`config.mk`:
```
export PLATFORM = sky130hd
export DESIGN_NAME = ps2_rx_decoder
export DESIGN_NICKNAME = d
export VERILOG_FILES = /design/src/rtl/ps2_rx_decoder.sv
export SDC_FILE = /design/constraint.sdc
export NUM_CORES = 1
export LEC_CHECK = 0
export BUFFER_PORTS_ARGS = -buffer_cell sky130_fd_sc_hd__buf_2
export CAP_MARGIN = 20
export CORE_MARGIN = 2
export CORE_UTILIZATION = 55
export DETAILED_ROUTE_END_ITERATION = 8
export HOLD_SLACK_MARGIN = 0.06
export MAX_ROUTING_LAYER = met4
export PLACE_DENSITY = 0.76
export SLEW_MARGIN = 30
export SYNTH_ARGS = -nofsm -noshare
export SYNTH_HDL_FRONTEND = slang
export SYNTH_SLANG_ARGS = --single-unit
```
`constraint.sdc`:
```
create_clock -name clk -period 3.4 [get_ports clk]
set_input_delay 0 -clock clk [delete_from_list [all_inputs] [get_ports clk]]
set_output_delay 0 -clock clk [all_outputs]
set_load 0.05 [all_outputs]
```
`src/rtl/ps2_rx_decoder.sv`:
```
// ps2_rx_decoder
// Receives 11-bit device-to-host PS/2 frames, validates start/parity/stop,
// folds the F0 (break) and E0 (extended) prefixes into the following byte,
// and presents one decoded key event per oflag pulse.
//
// Ports
//   clk        system clock (only clock in the block)
//   rst        asynchronous reset, active low
//   ps2_clk    PS/2 clock line, asynchronous to clk
//   ps2_data   PS/2 data line, asynchronous to clk
//   keycode    {brk | byte[7], byte[6:0]}, held between events
//   oflag      one-cycle pulse, keycode/extended valid in the same cycle
//   extended   event was preceded by E0, updated with keycode
//   frame_err  one-cycle pulse on start/parity/stop error or timeout
//
// FSM states
//   state  | meaning
//   IDLE   | waiting for a start bit (falling edge with data = 0)
//   RECV   | shifting in data bits 0-7, parity (8) and stop (9)
//   DONE   | one cycle; frame result and decoded event are presented

module ps2_rx_decoder #(
   parameter int FILTER_LEN  = 8,
   parameter int TIMEOUT_CYC = 200000
) (
   input  logic       clk,
   input  logic       rst,
   input  logic       ps2_clk,
   input  logic       ps2_data,
   output logic [7:0] keycode,
   output logic       oflag,
   output logic       extended,
   output logic       frame_err
);

   localparam int FW = $clog2(FILTER_LEN + 1);
   localparam int TW = $clog2(TIMEOUT_CYC + 1);

   typedef enum logic [1:0] {
      S_IDLE = 2'd0,
      S_RECV = 2'd1,
      S_DONE = 2'd2
   } state_t;

   // two-flop synchronisers, idle-high lines reset to 1
   logic [1:0] clk_sync;
   logic [1:0] dat_sync;
   logic       clk_s;
   logic       data_s;

   always_ff @(posedge clk or negedge rst) begin
      if (!rst) begin
         clk_sync <= 2'b11;
         dat_sync <= 2'b11;
      end else begin
         clk_sync <= {clk_sync[0], ps2_clk};
         dat_sync <= {dat_sync[0], ps2_data};
      end
   end

   assign clk_s  = clk_sync[1];
   assign data_s = dat_sync[1];

   // clock filter: the filtered level flips only after FILTER_LEN
   // consecutive synchronised samples that disagree with it
   logic [FW-1:0] flt_cnt;
   logic          clk_filt;
   logic          clk_filt_d;
   logic          fall;

   always_ff @(posedge clk or negedge rst) begin
      if (!rst) begin
         flt_cnt    <= '0;
         clk_filt   <= 1'b1;
         clk_filt_d <= 1'b1;
      end else begin
         clk_filt_d <= clk_filt;
         if (clk_s == clk_filt) begin
            flt_cnt <= '0;
         end else if (flt_cnt == FW'(FILTER_LEN - 1)) begin
            flt_cnt  <= '0;
            clk_filt <= clk_s;
         end else begin
            flt_cnt <= flt_cnt + 1'b1;
         end
      end
   end

   assign fall = clk_filt_d & ~clk_filt;

   // receiver state
   state_t        state,      state_nxt;
   logic [3:0]    bitcnt,     bitcnt_nxt;
   logic [8:0]    shift_reg,  shift_nxt;
   logic [TW-1:0] tmo_cnt,    tmo_nxt;
   logic          brk_pend,   brk_nxt;
   logic          ext_pend,   ext_nxt;
   logic [7:0]    keycode_nxt;
   logic          extended_nxt;
   logic          oflag_nxt;
   logic          ferr_nxt;
   logic [7:0]    rx_byte;
   logic          frame_ok;

   assign rx_byte = shift_reg[7:0];
   // evaluated on the stop-bit edge: shift_reg holds data+parity, data_s is stop
   assign frame_ok = (^shift_reg) & data_s;

   always_ff @(posedge clk or negedge rst) begin
      if (!rst) begin
         state     <= S_IDLE;
         bitcnt    <= '0;
         shift_reg <= '0;
         tmo_cnt   <= '0;
         brk_pend  <= 1'b0;
         ext_pend  <= 1'b0;
         keycode   <= 8'h00;
         extended  <= 1'b0;
         oflag     <= 1'b0;
         frame_err <= 1'b0;
      end else begin
         state     <= state_nxt;
         bitcnt    <= bitcnt_nxt;
         shift_reg <= shift_nxt;
         tmo_cnt   <= tmo_nxt;
         brk_pend  <= brk_nxt;
         ext_pend  <= ext_nxt;
         keycode   <= keycode_nxt;
         extended  <= extended_nxt;
         oflag     <= oflag_nxt;
         frame_err <= ferr_nxt;
      end
   end

   always_comb begin
      state_nxt    = state;
      bitcnt_nxt   = bitcnt;
      shift_nxt    = shift_reg;
      tmo_nxt      = tmo_cnt;
      brk_nxt      = brk_pend;
      ext_nxt      = ext_pend;
      keycode_nxt  = keycode;
      extended_nxt = extended;
      oflag_nxt    = 1'b0;
      ferr_nxt     = 1'b0;

      case (state)
         S_IDLE: begin
            tmo_nxt = '0;
            if (fall) begin
               if (!data_s) begin
                  state_nxt  = S_RECV;
                  bitcnt_nxt = '0;
               end else begin
                  ferr_nxt = 1'b1;
               end
            end
         end

         S_RECV: begin
            if (fall) begin
               tmo_nxt = '0;
               if (bitcnt == 4'd9) begin
                  // result registered so the pulses land in the DONE cycle
                  state_nxt  = S_DONE;
                  bitcnt_nxt = '0;
                  if (frame_ok) begin
                     if (rx_byte == 8'hF0) begin
                        brk_nxt = 1'b1;
                     end else if (rx_byte == 8'hE0) begin
                        ext_nxt = 1'b1;
                     end else begin
                        keycode_nxt  = {brk_pend | rx_byte[7], rx_byte[6:0]};
                        extended_nxt = ext_pend;
                        oflag_nxt    = 1'b1;
                        brk_nxt      = 1'b0;
                        ext_nxt      = 1'b0;
                     end
                  end else begin
                     ferr_nxt = 1'b1;
                  end
               end else begin
                  shift_nxt  = {data_s, shift_reg[8:1]};
                  bitcnt_nxt = bitcnt + 4'd1;
               end
            end else if (tmo_cnt == TW'(TIMEOUT_CYC)) begin
               state_nxt  = S_IDLE;
               tmo_nxt    = '0;
               bitcnt_nxt = '0;
               ferr_nxt   = 1'b1;
            end else begin
               tmo_nxt = tmo_cnt + 1'b1;
            end
         end

         S_DONE: begin
            // an edge here is impossible at legal PS/2 rates and is ignored
            state_nxt = S_IDLE;
         end

         default: begin
            state_nxt  = S_IDLE;
            bitcnt_nxt = '0;
            tmo_nxt    = '0;
         end
      endcase

      if (ferr_nxt) begin
         brk_nxt = 1'b0;
         ext_nxt = 1'b0;
      end
   end

endmodule
```
== Yosys cells after proc, flatten, opt, wreduce, memory -nomap -nowiden ==
Index checks and enable logic that the tools add are counted.

* Add/subtract/negate cells: 3
* Equality and inequality tests: 14
* Mux-type cells: 44
* Bitwise logic cells: 9
* Reductions and logical operators: 13

{| class="wikitable"
|+ Operator list
! operator !! count
|-
| 18-bit two-way mux || 2
|-
| 18-bit one-hot mux with 2 select lines || 1
|-
| 4-bit two-way mux || 7
|-
| 1-bit two-way mux || 26
|-
| 18-bit by 1-bit adder with 18-bit output (second input constant) || 1
|-
| 18-bit equality test (second input constant) || 1
|-
| 8-bit equality test (second input constant) || 2
|-
| 4-bit one-hot mux with 3 select lines || 1
|-
| 2-bit two-way mux || 5
|-
| 5-bit AND reduction || 2
|-
| 3-bit inequality test (second input constant) || 3
|-
| 9-bit parity || 1
|-
| 4-bit by 1-bit adder with 4-bit output (second input constant) || 2
|-
| 4-bit AND reduction || 2
|-
| 2-bit nonzero test || 4
|-
| 2-bit inequality test (second input constant) || 3
|-
| 1-bit NOT || 6
|-
| 6-bit AND reduction || 1
|-
| 4-bit by 3-bit equality test with 1-bit output (second input constant) || 1
|-
| 4-bit equality test (second input constant) || 1
|-
| 2-bit one-hot mux with 2 select lines || 1
|-
| 3-bit AND reduction || 1
|-
| 1-bit bitwise AND || 2
|-
| 2-bit by 1-bit equality test with 1-bit output (second input constant) || 1
|-
| 6 further kinds || 6
|}

* Register bits: 56
* Bits of input ports: 4
* Output and inout port bits: 11
* Word-level logic and storage cells: 98

== Longest topological paths before layout ==
Gate-level depths: netlist of the first run.

* Word-level depth: 8
* Mapped depth: 8
* Mapped depth without buffers: 7

== Least setup slack after synthesis of the first run ==
No wires, ideal clock.

* Path type: register -> register
* From: register shift_reg[4]
* To: register extended
* Library setup time: 0.125 ns
* Arrival: 2.011 ns
* Data required time: 3.275 ns
* Slack: 1.264 ns
* Cell stages (with the launch flop): 9
* Path buffers: 1
* Clock period less this slack: 2.136 ns
* Cells stage by stage: dfrtp_1 > inv_1 > ha_1 > xnor2_1 > xnor3_1 > nand4_1 > nand2b_1 > buf_2 > mux2_2

* Longest elaborated chain between the ends: 3
* Elaborated cells between the ends (all ways): 7
* Classes of those cells: 2 x eq/ne; 3 x bitwise; 2 x reduce/logical

{| class="wikitable"
|+ RTL lines
! item !! line !! RTL
|-
| start: declaration || 94 || <nowiki>logic [8:0] shift_reg, shift_nxt;</nowiki>
|-
| start signal: assignment || 124 || <nowiki>shift_reg <= shift_nxt;</nowiki>
|-
| 9-bit parity, or another cell as far along || 107 || <nowiki>assign frame_ok = (^shift_reg) & data_s;</nowiki>
|-
| 1-bit bitwise AND or 1-bit NOT (tied branches) || -- ||
|-
| 6-bit AND reduction (no source line) * || -- ||
|-
| end signal: assignment || 129 || <nowiki>extended <= extended_nxt;</nowiki>
|-
| end: declaration || 32 || <nowiki>output logic extended,</nowiki>
|}

Every way passes the cells marked *; elsewhere a longest branch is shown, timed or not.
A chain may end at the register's enable or synchronous reset.

== Final worst setup path of the first run ==
Same ends and word-level chain as after synthesis.

==> results of run 1 <==
## routing by layer
layer,vias to the layer above,global-route usage (%),wire [um]
li1,927,-,-
met1,872,24.76,2140
met2,36,28.57,1989
met3,6,4.607,151
met4,0,5.952,54
met5,-,-,0
## cells in the final DEF (no fill, tap or decap), drive strengths merged, types with 6 or more instances in the layout
cell	count
clkbuf	6
inv	13
nand4	8
nand3	18
dfstp	6
xnor2	6
mux2	14
ha	10
buf	16
nand2	17
o21ai	14
a21oi	15
nor2	15
dfrtp	50
mux2i	6
nor3	9
## cell usage after synthesis, drive strengths merged, types with 2 or more instances
cell type  instances
clkbuf             4
or4bb              2
nor2b              4
dfrtp             50
xor2               5
nand3             18
nand2b             4
a22o               3
nand4              8
dfstp              6
mux2              14
mux2i              6
buf                3
nor2              15
nor3               9
and3               5
xnor2              6
and2               2
ha                10
a21oi             15
inv               13
nor4               3
o21ai             14
or3b               2
nand2             17
nand3b             2
o2bb2ai            2
## final cells by class
type | instances | area (sq um) | share of cell area, %
timing repair buffer | 19 | 115.1 | 3.880
clock buffer | 6 | 72.57 | 2.446
inverter | 13 | 48.80 | 1.645
sequential | 56 | 1409 | 47.49
clock inverter | 2 | 16.27 | 0.5483
tap | 67 | 83.83 | 2.826
multi-input combinational | 175 | 1221 | 41.16
## cells by family (layout without fill, tap and decap cells)
kind of cell	Yosys count	count (layout)	share of synthesized area [%]
AND/OR/NAND/NOR	94	94	19.18
flip-flops	56	56	51.91
AO/OA/AOI/OAI	39	39	8.530
multiplexers	20	20	8.022
buffers and inverters	20	40	3.365
XOR/XNOR	12	12	4.380
adder cells (fa/ha/maj)	10	10	4.610
## how the worst max path moves through the flow
stage | slack [ns] | end | start | depth (start not counted)
after floorplan | 1.26 | extended$_DFFE_PN0P_ | shift_reg[4]$_DFFE_PN0P_ | 8
after global placement | 0.99 | keycode[3]$_DFFE_PN0P_ | shift_reg[4]$_DFFE_PN0P_ | 7
after detailed placement | 0.96 | extended$_DFFE_PN0P_ | shift_reg[4]$_DFFE_PN0P_ | 7
after CTS | 0.94 | extended$_DFFE_PN0P_ | shift_reg[4]$_DFFE_PN0P_ | 7
after global routing | 0.78 | keycode[2]$_DFFE_PN0P_ | shift_reg[4]$_DFFE_PN0P_ | 7
final | 0.98 | extended$_DFFE_PN0P_ | shift_reg[4]$_DFFE_PN0P_ | 7
## power by group
group / total [W] / switching (W) / internal, W
combinational: 0.000375 / 0.000224 / 0.000152
sequential: 0.000794 / 0.0000601 / 0.000734
clock: 0.000355 / 0.000208 / 0.000147
## stage by stage
| stage | hold slack (ns) | power, W | util [%] |
|---|---|---|---|
| detailed placement | 0.1070 | 0.001176 | 59.74 |
| global placement | 0.1048 | 0.001164 | 59.74 |
| global route | 0.3167 | 0.001629 | 62.39 |
| CTS | 0.3179 | 0.001541 | 62.24 |
| floorplan | -0.2956 | 0.001123 | - |
| finish | 0.3323 | 0.001525 | 62.39 |
==> out/results.md, run 1 <==
| Item | This run | Unit |
|---|---|---|
| Worst setup slack after placement | 0.9569 | ns |
| Root cell of the clock tree | sky130_fd_sc_hd__clkbuf_8 | - |
| Ratio of cells with drive above 1 in the final layout | 18.45 | % |
| CTS tree | built | - |
| Layout area overhead | 9.313 | % |
| Clock skew | 0.009896 | ns |
| Number of fillers in the final layout | 400 | - |
| Core ar. | 4755 | sq um |
| Data required, critical path | 3.60 | ns |
| DIE WIDTH | 74.25 | um |
| Area of the mapped netlist | 2714 | sq um |
| Setup WS post-layout | 0.9811 | ns |
| Average footprint of a synthesized cell | 10.81 | sq um |
| Clock insertion delay at the later pin of the skew report | 0.31 | ns |
| Via-to-Cell Ratio | 5.447 | - |
| CP Cell Sequence | inv_1 -> ha_1 -> xnor2_1 -> xnor3_1 -> nand4_1 -> nand2b_1 -> mux2_2 | - |
| PostCTS Resize Cnt | 0 | - |
| Crit Path Class | reg -> reg | - |
| Final #Nets | 284 | - |
| Combined global-route utilization of all metal layers | 18.70 | % |
| Largest stage delay on the critical path | 0.43 | ns |
| Max Freq | 413.4 | MHz |
| Number of antenna violations at the first check in global routing | 0 | - |
| Largest net degree at the start of global routing | 57 | - |
| Average wire per cell in the routed design | 12.83 | um |
| Inserted Diodes | 0 | - |
| Fin Setup TNS | 0 | ns |
| Placed instance count | 327 | - |
| Final non-filler cell area | 2967 | sq um |
| Final setup violating endpoints | 0 | - |
| Maximum root-to-sink buffer count | 2 | - |
| Worst IR Drop VDD | 321.7 | uV |
| H-Tree Level Count | 2 | - |
| Count of unique library cells instantiated by Yosys | 41 | - |
| Largest area contributor in the netlist | sky130_fd_sc_hd__dfrtp_1 | - |
| Worst setup SP type | flip-flop | - |
| Antenna violation net count after detailed routing | 0 | - |
| Via count of the first global-routing pass | 1748 | - |
| Detailed placer's ending HPWL | 2947 | um |
| Ports placed on the boundary | 15 | - |
| Highest net fanout along the worst path | 10 | - |
| Die outline area | 5512 | sq um |
| TritonCTS Buffers | 5 | - |
| EDFF count, synth | 0 | - |
| Worst relative slew slack | 55.63 | % |
| Ranking of synthesized cells by area | sky130_fd_sc_hd__dfrtp_1, sky130_fd_sc_hd__dfstp_2, sky130_fd_sc_hd__mux2_2 | - |
| Drt total wl | 4336 | um |
| Placed standard-cell area | 2840 | sq um |
| Worst setup EP type | flip-flop | - |
| Power density cells | 514.0 | nW/um^2 |
| Share of the yosys chip area belonging to registers | 51.91 | % |
| Chip Height | 74.25 | um |
| Share of async-settable or async-resettable flops after synthesis | 100.0 | % |
| Number of cells produced by synthesis | 251 | - |
| PortBufs | 14 | - |
| Hold endpoint | dat_sync[0]$_DFF_PN1_ | - |
| Via Count | 1841 | - |
| R2R cell count | 7 | - |
| Sum of buffers and inverters on the critical path | 1 | - |
| Number of hold violations in the final report | 0 | - |
| Tightest Pin Transition | 0.6655 | ns |
| Max FFs per register | 18 | - |
| Final worst path period share | 71.15 | % |
| DRT Pass-1 Iters | 4 | - |
| Hold Path Origin | ps2_data | - |
| TritonCTS Sinks | 56 | - |
| Worst R2R Start | shift_reg[4]$_DFFE_PN0P_ | - |
| Status | complete, no violations | - |
| Max-slew violations | 0 | - |
| Syn Nets | 265 | - |
| Cell family with the largest share of critical-path delay | simple AND/OR/NAND/NOR gates | - |
| Area fraction of the dominant cell type after synthesis | 46.10 | % |
| Clock Pin Slew Worst Setup and Hold Paths | 0.10 | ns |
| Data arrival time of the critical path | 2.62 | ns |
| Site row count | 25 | - |
| Buffers inserted during post-CTS setup optimization | 0 | - |
| CTS hold repair buffers | 3 | - |
| Starting density of the core | 57.08 | % |
| Yosys warnings | 0 | - |
| Count of non-filler cells in the finished layout | 338 | - |
| Count of unresolved DRC violations after routing | 0 | - |
| Type of the most critical hold path | in -> reg | - |
| Setup repair after global routing missed its margin | false | - |
| Leakage | 1.344 | nW |
| Sum of overflow across all layers after global routing | 0 | - |
| Post-synth top flop | sky130_fd_sc_hd__dfrtp_1 | - |
| Final weighted congestion in routability-driven placement | 0.8030 | - |
| Reg-to-reg setup timing slack | 0.98 | ns |
| Capture point of the worst reg-to-reg path | extended$_DFFE_PN0P_ | - |
| Maximum Capacitance Violations | 0 | - |
| Critical Path Slowest Stage Cell | sky130_fd_sc_hd__nand2b_1 | - |
| Drt first-iter violations | 99 | - |
| Minimum clock period after layout | 2.419 | ns |
| Register bit total from synthesis | 56 | - |
| Wire length of the first global-routing pass | 7721 | um |
| WHS Path Cells | 2 | - |
(Power assumes the default switching activity.)
==> run 2, diff against run 1 <==
ABC_AREA = 1   (was not set)
CORE_UTILIZATION = 54   (was 55)
PLACE_DENSITY = 0.78   (was 0.76)
clock period = 2.17 ns   (was 3.4 ns; I/O delays follow)
==> out/results.md, run 2 <==
| Item | This run | Unit | vs previous |
|---|---|---|---|
| Minimum clock period after layout | 1.882 | ns | was 2.419 ns |
| Type of the most critical hold path | in -> async | - | was in -> reg |
| Chip Height | 76.00 | um | was 74.25 um |
| Number of antenna violations at the first check in global routing | 0 | - | unchanged |
| TritonCTS Buffers | 5 | - | unchanged |
| Drt first-iter violations | 95 | - | was 99 |
| Area of the mapped netlist | 2799 | sq um | was 2714 sq um |
| Buffers inserted during post-CTS setup optimization | 0 | - | unchanged |
| Largest area contributor in the netlist | sky130_fd_sc_hd__dfrtp_1 | - | unchanged |
| Post-synth top flop | sky130_fd_sc_hd__dfrtp_1 | - | unchanged |
| Worst IR Drop VDD | 516.6 | uV | was 321.7 uV |
| Highest net fanout along the worst path | 18 | - | was 10 |
| DRT Pass-1 Iters | 4 | - | unchanged |
| Maximum Capacitance Violations | 0 | - | unchanged |
| Most common library cell in the layout ignoring fill and taps | sky130_fd_sc_hd__nand2_1 | - | was sky130_fd_sc_hd__dfrtp_1 |
| DIE WIDTH | 76.00 | um | was 74.25 um |
| Tightest Pin Transition | 0.6187 | ns | was 0.6655 ns |
| Ports placed on the boundary | 15 | - | unchanged |
| PortBufs | 14 | - | unchanged |
| Largest stage delay on the critical path | 0.41 | ns | was 0.43 ns |
| Final setup violating endpoints | 0 | - | unchanged |
| Largest net degree at the start of global routing | 27 | - | was 57 |
| Register bit total from synthesis | 56 | - | unchanged |
| Setup repair after global routing missed its margin | false | - | unchanged |
| Placed instance count | 400 | - | was 327 |
| Worst setup EP type | flip-flop | - | unchanged |
| Highest-count cells in the layout ignoring fill and taps | sky130_fd_sc_hd__nand2_1, sky130_fd_sc_hd__dfrtp_1, sky130_fd_sc_hd__inv_1 | - | was sky130_fd_sc_hd__dfrtp_1, sky130_fd_sc_hd__nand3_1, sky130_fd_sc_hd__nand2_1 |
| Most Frequent Cell on Critical Path | sky130_fd_sc_hd__nand2_1 | - |  |
| Share of async-settable or async-resettable flops after synthesis | 100.0 | % | unchanged |
| Share of the yosys chip area belonging to registers | 50.34 | % | was 51.91% |
| TritonCTS Sinks | 56 | - | unchanged |
| Critical Path Slowest Stage Cell | sky130_fd_sc_hd__dfrtp_1 | - | was sky130_fd_sc_hd__nand2b_1 |
| Final worst path period share | 86.73 | % | was 71.15% |
| Sum of overflow across all layers after global routing | 0 | - | unchanged |
| Most frequent cells after synthesis | sky130_fd_sc_hd__nand2_1, sky130_fd_sc_hd__dfrtp_1, sky130_fd_sc_hd__inv_1 | - | was sky130_fd_sc_hd__dfrtp_1, sky130_fd_sc_hd__nand3_1, sky130_fd_sc_hd__nand2_1 |
| Site row count | 26 | - | was 25 |
| Clock Pin Slew Worst Setup and Hold Paths | 0.09 | ns | was 0.10 ns |
| Combined global-route utilization of all metal layers | 19.35 | % | was 18.70% |
| Max-slew violations | 0 | - | unchanged |
| R2R cell count | 10 | - | was 7 |
| Ratio of cells with drive above 1 in the final layout | 17.01 | % | was 18.45% |
| Power density cells | 734.7 | nW/um^2 | was 514.0 nW/um^2 |
| Final weighted congestion in routability-driven placement | 0.8185 | - | was 0.8030 |
| Maximum root-to-sink buffer count | 2 | - | unchanged |
| Max FFs per register | 18 | - | unchanged |
| Leakage | 1.455 | nW | was 1.344 nW |
| Count of unique library cells instantiated by Yosys | 33 | - | was 41 |
| Count of non-filler cells in the finished layout | 411 | - | was 338 |
| Core ar. | 5042 | sq um | was 4755 sq um |
| Clock skew | 0.003986 | ns | was 0.009896 ns |
| Yosys warnings | 0 | - | unchanged |
| EDFF count, synth | 0 | - | unchanged |
| Number of hold violations in the final report | 0 | - | unchanged |
| Data arrival time of the critical path | 2.08 | ns | was 2.62 ns |
| PostCTS Resize Cnt | 0 | - | unchanged |
| Starting density of the core | 55.51 | % | was 57.08% |
| CP Cell Sequence | inv_1 -> ha_1 -> xor2_1 -> nand3_1 -> nand2_1 -> nand3_2 -> inv_2 -> nand3_4 -> nand2_1 -> o21ai_2 | - | was inv_1 -> ha_1 -> xnor2_1 -> xnor3_1 -> nand4_1 -> nand2b_1 -> mux2_2 |
| Antenna violation net count after detailed routing | 0 | - | unchanged |
| Status | complete, no violations | - | unchanged |
| Count of unresolved DRC violations after routing | 0 | - | unchanged |
| Fin Setup TNS | 0 | ns | unchanged |
| Ranking of synthesized cells by area | sky130_fd_sc_hd__dfrtp_1, sky130_fd_sc_hd__nand2_1, sky130_fd_sc_hd__inv_1 | - | was sky130_fd_sc_hd__dfrtp_1, sky130_fd_sc_hd__dfstp_2, sky130_fd_sc_hd__mux2_2 |
| Average footprint of a synthesized cell | 8.829 | sq um | was 10.81 sq um |
| Via-to-Cell Ratio | 4.946 | - | was 5.447 |
| Most instantiated library cell after synthesis | sky130_fd_sc_hd__nand2_1 | - | was sky130_fd_sc_hd__dfrtp_1 |
| Via Count | 2033 | - | was 1841 |
| Final #Nets | 354 | - | was 284 |
| Detailed placer's ending HPWL | 3620 | um | was 2947 um |
| Worst relative slew slack | 58.66 | % | was 55.63% |
| Die outline area | 5775 | sq um | was 5512 sq um |
| Inserted Diodes | 0 | - | unchanged |
| Layout area overhead | 10.10 | % | was 9.313% |
| Crit Path Class | reg -> reg | - | unchanged |
| Syn Nets | 331 | - | was 265 |
| Via count of the first global-routing pass | 2140 | - | was 1748 |
| Area fraction of the dominant cell type after synthesis | 44.70 | % | was 46.10% |
| Worst setup SP type | flip-flop | - | unchanged |
| CTS tree | built | - | unchanged |
| Data required, critical path | 2.37 | ns | was 3.60 ns |
| Wire length of the first global-routing pass | 8963 | um | was 7721 um |
| CTS hold repair buffers | 3 | - | unchanged |
| Drt total wl | 4766 | um | was 4336 um |
| Root cell of the clock tree | sky130_fd_sc_hd__clkbuf_8 | - | unchanged |
| Average wire per cell in the routed design | 11.60 | um | was 12.83 um |
| H-Tree Level Count | 2 | - | unchanged |
| Max Freq | 531.3 | MHz | was 413.4 MHz |
| Number of cells produced by synthesis | 317 | - | was 251 |
| Clock insertion delay at the later pin of the skew report | 0.30 | ns | was 0.31 ns |
run 2: cell count changes after synthesis, moves of 6 or more:
cell and change:
sky130_fd_sc_hd__a21oi_1 -9, sky130_fd_sc_hd__inv_1 +34, sky130_fd_sc_hd__mux2_2 -13, sky130_fd_sc_hd__mux2i_1 -6, sky130_fd_sc_hd__nand2_1 +54, sky130_fd_sc_hd__nor2_2 +7, sky130_fd_sc_hd__o21ai_0 +6, sky130_fd_sc_hd__o21ai_2 +8
sky130_fd_sc_hd__o22ai_1 +6, sky130_fd_sc_hd__xor2_1 +8
run 2: through the flow:
step / area, sq um / hold slack (ns) / total power (W) / setup WS (ns) / utilization, %
2_1_floorplan: 2799 / -0.2956 / 0.001565 / 0.4519 / -
3_3_place_gp: 2959 / -0.08837 / 0.001687 / 0.3514 / 58.68
3_5_place_dp: 2959 / -0.07894 / 0.001702 / 0.2861 / 58.68
4_1_cts: 3082 / 0.1186 / 0.002284 / 0.2617 / 61.12
5_1_grt: 3082 / 0.1571 / 0.002417 / 0.06576 / 61.12
6_report: 3082 / 0.1106 / 0.002264 / 0.2879 / 61.12
run 2: logic make-up after synthesis:
logic type      share of synthesized area [%]
fa+ha+maj                               4.470
compound gates                          9.343
simple gates                            22.89
mux                                    0.4023
buf+inv                                 7.555
xor+xnor                                5.007
flops                                   50.34
run 2: layout make-up:
class	instances	area, sq um
flip-flops and latches	56	1409
repair buffers	21	130.1
clock inverters	2	10.01
fillers	442	1961
clock buffers	6	82.58
multi-input cells	207	1179
well taps	70	87.58
inverters	49	183.9
run 2: worst max-delay path, delay by kind of cell (launching register included):
kind            cells  cell delay, ns
compound gates      1            0.06
flops               1            0.41
buf+inv             2            0.22
simple gates        5            0.63
fa+ha+maj           1            0.25
xor+xnor            1            0.20
run 2: routing by layer:
layer  global-route usage, %  routed length, um  share of wire [%]  up-vias
met5                       -                  0                  0        -
met4                   5.455                 52                1.1        0
met3                   2.844                 91                1.9        6
met2                   34.46               2445                 51       15
met1                   23.04               2176                 46      956
li1                        -                  -                  -     1056
run 2: power breakdown:
part | leakage (nW) | switching, W | internal, W
combinational | 0.647 | 0.000326 | 0.000151
sequential | 0.757 | 0.0000649 | 0.00114
clock | 0.0510 | 0.000323 | 0.000256
run 2: path summary, 6_finish.rpt:
check / from / endpoint / slack (ns)
hold / removal: rst / tmo_cnt[11]$_DFFE_PN0N_ / 0.11
min in group clk: ps2_clk / clk_sync[0]$_DFF_PN1_ / 0.35
setup / recovery: shift_reg[4]$_DFFE_PN0P_ / keycode[0]$_DFFE_PN0P_ / 0.29
setup reg to reg: shift_reg[4]$_DFFE_PN0P_ / keycode[0]$_DFFE_PN0P_ / 0.29
hold reg to reg: clk_sync[0]$_DFF_PN1_ / clk_sync[1]$_DFF_PN1_ / 0.36
max in group asynchronous: rst / clk_filt$_DFFE_PN1P_ / 1.38
==> run 3, diff against run 2 <==
==> constraint.sdc (replaced) <==
create_clock -name clk -period 2.17 [get_ports clk]
set_input_delay 0.217 -clock clk [delete_from_list [all_inputs] [get_ports clk]]
set_output_delay 0.217 -clock clk [all_outputs]
set_load 0.05 [all_outputs]
==> out/results.md, run 3 (synthesis results as in run 2) <==
| Item | This run | Unit | vs previous |
|---|---|---|---|
| Status | complete, no violations | - | unchanged |
| Layout area overhead | 10.15 | % | was 10.10% |
| Highest-count cells in the layout ignoring fill and taps | sky130_fd_sc_hd__nand2_1, sky130_fd_sc_hd__dfrtp_1, sky130_fd_sc_hd__inv_1 | - | unchanged |
| Die outline area | 5775 | sq um | unchanged |
| Root cell of the clock tree | sky130_fd_sc_hd__clkbuf_8 | - | unchanged |
| Worst-case hold slack | 0.3202 | ns | was 0.1106 ns |
| Average wire per cell in the routed design | 11.45 | um | was 11.60 um |
| Number of antenna violations at the first check in global routing | 0 | - | unchanged |
| Data arrival time of the critical path | 2.07 | ns | was 2.08 ns |
| Site row count | 26 | - | unchanged |
| Data required, critical path | 2.37 | ns | about the same |
| Highest net fanout along the worst path | 18 | - | unchanged |
| Clock skew | 0.005983 | ns | was 0.003986 ns |
| Drt total wl | 4706 | um | was 4766 um |
| Chip Height | 76.00 | um | unchanged |
| CTS tree | built | - | unchanged |
| Critical Path Slowest Stage Cell | sky130_fd_sc_hd__dfrtp_1 | - | unchanged |
| Via count of the first global-routing pass | 2007 | - | was 2140 |
| Sum of overflow across all layers after global routing | 0 | - | unchanged |
| Drt first-iter violations | 51 | - | was 95 |
| Ports placed on the boundary | 15 | - | unchanged |
| Largest stage delay on the critical path | 0.38 | ns | was 0.41 ns |
| Global routing met3 resource utilization | 3.910 | % | was 2.844% |
| Capture point of the worst reg-to-reg path | keycode[2]$_DFFE_PN0P_ | - | was keycode[0]$_DFFE_PN0P_ |
| PortBufs | 14 | - | unchanged |
| Final worst path period share | 86.25 | % | was 86.73% |
| Worst relative slew slack | 60.05 | % | was 58.66% |
| Fin Setup TNS | 0 | ns | unchanged |
| Worst setup slack after placement | 0.3086 | ns | was 0.2861 ns |
| Wire length of the first global-routing pass | 8645 | um | was 8963 um |
| Leakage | 1.448 | nW | was 1.455 nW |
| Final weighted congestion in routability-driven placement | 0.8569 | - | was 0.8185 |
| Minimum clock period after layout | 1.872 | ns | was 1.882 ns |
| DIE WIDTH | 76.00 | um | unchanged |
| Number of fillers in the final layout | 447 | - | was 442 |
| Combined global-route utilization of all metal layers | 18.82 | % | was 19.35% |
| Detailed placer's ending HPWL | 3512 | um | was 3620 um |
| Worst setup EP type | flip-flop | - | unchanged |
| Max Freq | 534.3 | MHz | was 531.3 MHz |
| Max-slew violations | 0 | - | unchanged |
| Most heavily used metal layer in global routing | met2 | - | unchanged |
| Met1 global-route usage | 22.95 | % | was 23.04% |
| Most common library cell in the layout ignoring fill and taps | sky130_fd_sc_hd__nand2_1 | - | unchanged |
| Type of the most critical hold path | in -> async | - | unchanged |
| Setup WS post-layout | 0.2984 | ns | was 0.2879 ns |
| Final #Nets | 354 | - | unchanged |
| Max FFs per register | 18 | - | unchanged |
| Largest net degree at the start of global routing | 25 | - | was 27 |
| Reg-to-reg setup timing slack | 0.30 | ns | was 0.29 ns |
| CTS hold repair buffers | 3 | - | unchanged |
| Setup repair after global routing missed its margin | false | - | unchanged |
| Final setup violating endpoints | 0 | - | unchanged |
| Ratio of cells with drive above 1 in the final layout | 16.72 | % | was 17.01% |
| R2R cell count | 10 | - | unchanged |
| DRT Pass-1 Iters | 4 | - | unchanged |
| H-Tree Level Count | 2 | - | unchanged |
| Finished Core Util | 61.14 | % | was 61.12% |
| Worst setup SP type | flip-flop | - | unchanged |
| Via Count | 2068 | - | was 2033 |
| Tightest Pin Transition | 0.5978 | ns | was 0.6187 ns |
| Inserted Diodes | 0 | - | unchanged |
| Worst IR Drop VDD | 413.6 | uV | was 516.6 uV |
| Cell family with the largest share of critical-path delay | simple AND/OR/NAND/NOR gates | - | unchanged |
| PostCTS Resize Cnt | 0 | - | unchanged |
| Worst R2R Start | shift_reg[4]$_DFFE_PN0P_ | - | unchanged |
| Clock Pin Slew Worst Setup and Hold Paths | 0.09 | ns | about the same |
| Buffers inserted during post-CTS setup optimization | 0 | - | unchanged |
| CP Cell Sequence | inv_1 -> ha_1 -> xor2_1 -> nand3_1 -> nand2_1 -> nand3_2 -> inv_2 -> nand3_4 -> nand2_1 -> o21ai_2 | - | unchanged |
| Starting density of the core | 55.51 | % | unchanged |
| Antenna violation net count after detailed routing | 0 | - | unchanged |
| Sum of buffers and inverters on the critical path | 2 | - | unchanged |
| Clock insertion delay at the later pin of the skew report | 0.30 | ns | about the same |
| Power density cells | 732.7 | nW/um^2 | was 734.7 nW/um^2 |
| Most Frequent Cell on Critical Path | sky130_fd_sc_hd__nand2_1 | - | unchanged |
| Maximum Capacitance Violations | 0 | - | unchanged |
| Crit Path Class | reg -> reg | - | unchanged |
| Via-to-Cell Ratio | 5.032 | - | was 4.946 |
| Maximum root-to-sink buffer count | 2 | - | unchanged |
| TritonCTS Buffers | 5 | - | unchanged |
| Number of hold violations in the final report | 0 | - | unchanged |
| Count of unresolved DRC violations after routing | 0 | - | unchanged |
| Total power consumption of the routed design | 0.002259 | W | was 0.002264 W |
| TritonCTS Sinks | 56 | - | unchanged |
| Met2 track utilization from global routing | 31.52 | % | was 34.46% |
| Core ar. | 5042 | sq um | unchanged |
## run 3: changes by cell type in the layout (fill, tap and decap cells not counted), sizes merged
cell      delta
clkbuf       +1
clkinvlp     +1
clkinv       -2
## run 3: stage by stage
| step | cell area, sq um | instances |
|---|---|---|
| floorplan | 2799 | 317 |
| finish | 3083 | 411 |
| CTS | 3083 | 411 |
| detailed placement | 2959 | 400 |
| global placement | 2959 | 400 |
| global route | 3083 | 411 |
## run 3: power breakdown
part / leakage (nW) / internal, W / switching [W]
Clock: 0.0445 / 0.000260 / 0.000320
Combinational: 0.647 / 0.000152 / 0.000318
Sequential: 0.757 / 0.00114 / 0.0000663
## run 3: area by class of cell
class / instances / area (sq um) / share of cell area, %
Sequential cell: 56 / 1409 / 45.70
Timing Repair Buffer: 21 / 130.1 / 4.221
Clock buffer: 7 / 86.33 / 2.800
Multi-Input combinational cell: 207 / 1179 / 38.23
Inverter: 49 / 183.9 / 5.966
Clock inverter: 1 / 7.507 / 0.2435
Tap cell: 70 / 87.58 / 2.841
## run 3: worst max-delay path by stage
stage / start / end / slack (ns) / cells past startpoint
3_5_place_dp: shift_reg[4]$_DFFE_PN0P_ / keycode[2]$_DFFE_PN0P_ / 0.31 / 10
4_1_cts: shift_reg[4]$_DFFE_PN0P_ / keycode[2]$_DFFE_PN0P_ / 0.27 / 10
5_1_grt: shift_reg[1]$_DFFE_PN0P_ / keycode[5]$_DFFE_PN0P_ / 0.03 / 14
3_3_place_gp: shift_reg[4]$_DFFE_PN0P_ / keycode[7]$_DFFE_PN0P_ / 0.36 / 10
2_1_floorplan: shift_reg[4]$_DFFE_PN0P_ / keycode[6]$_DFFE_PN0P_ / 0.45 / 11
6_report: shift_reg[4]$_DFFE_PN0P_ / keycode[2]$_DFFE_PN0P_ / 0.30 / 10
## run 3: layer usage
metal  part of all wire, %  vias up
li1                      -     1056
met2                    49       19
met1                    47      987
met4                   1.2        0
met5                     0        -
met3                   2.8        6
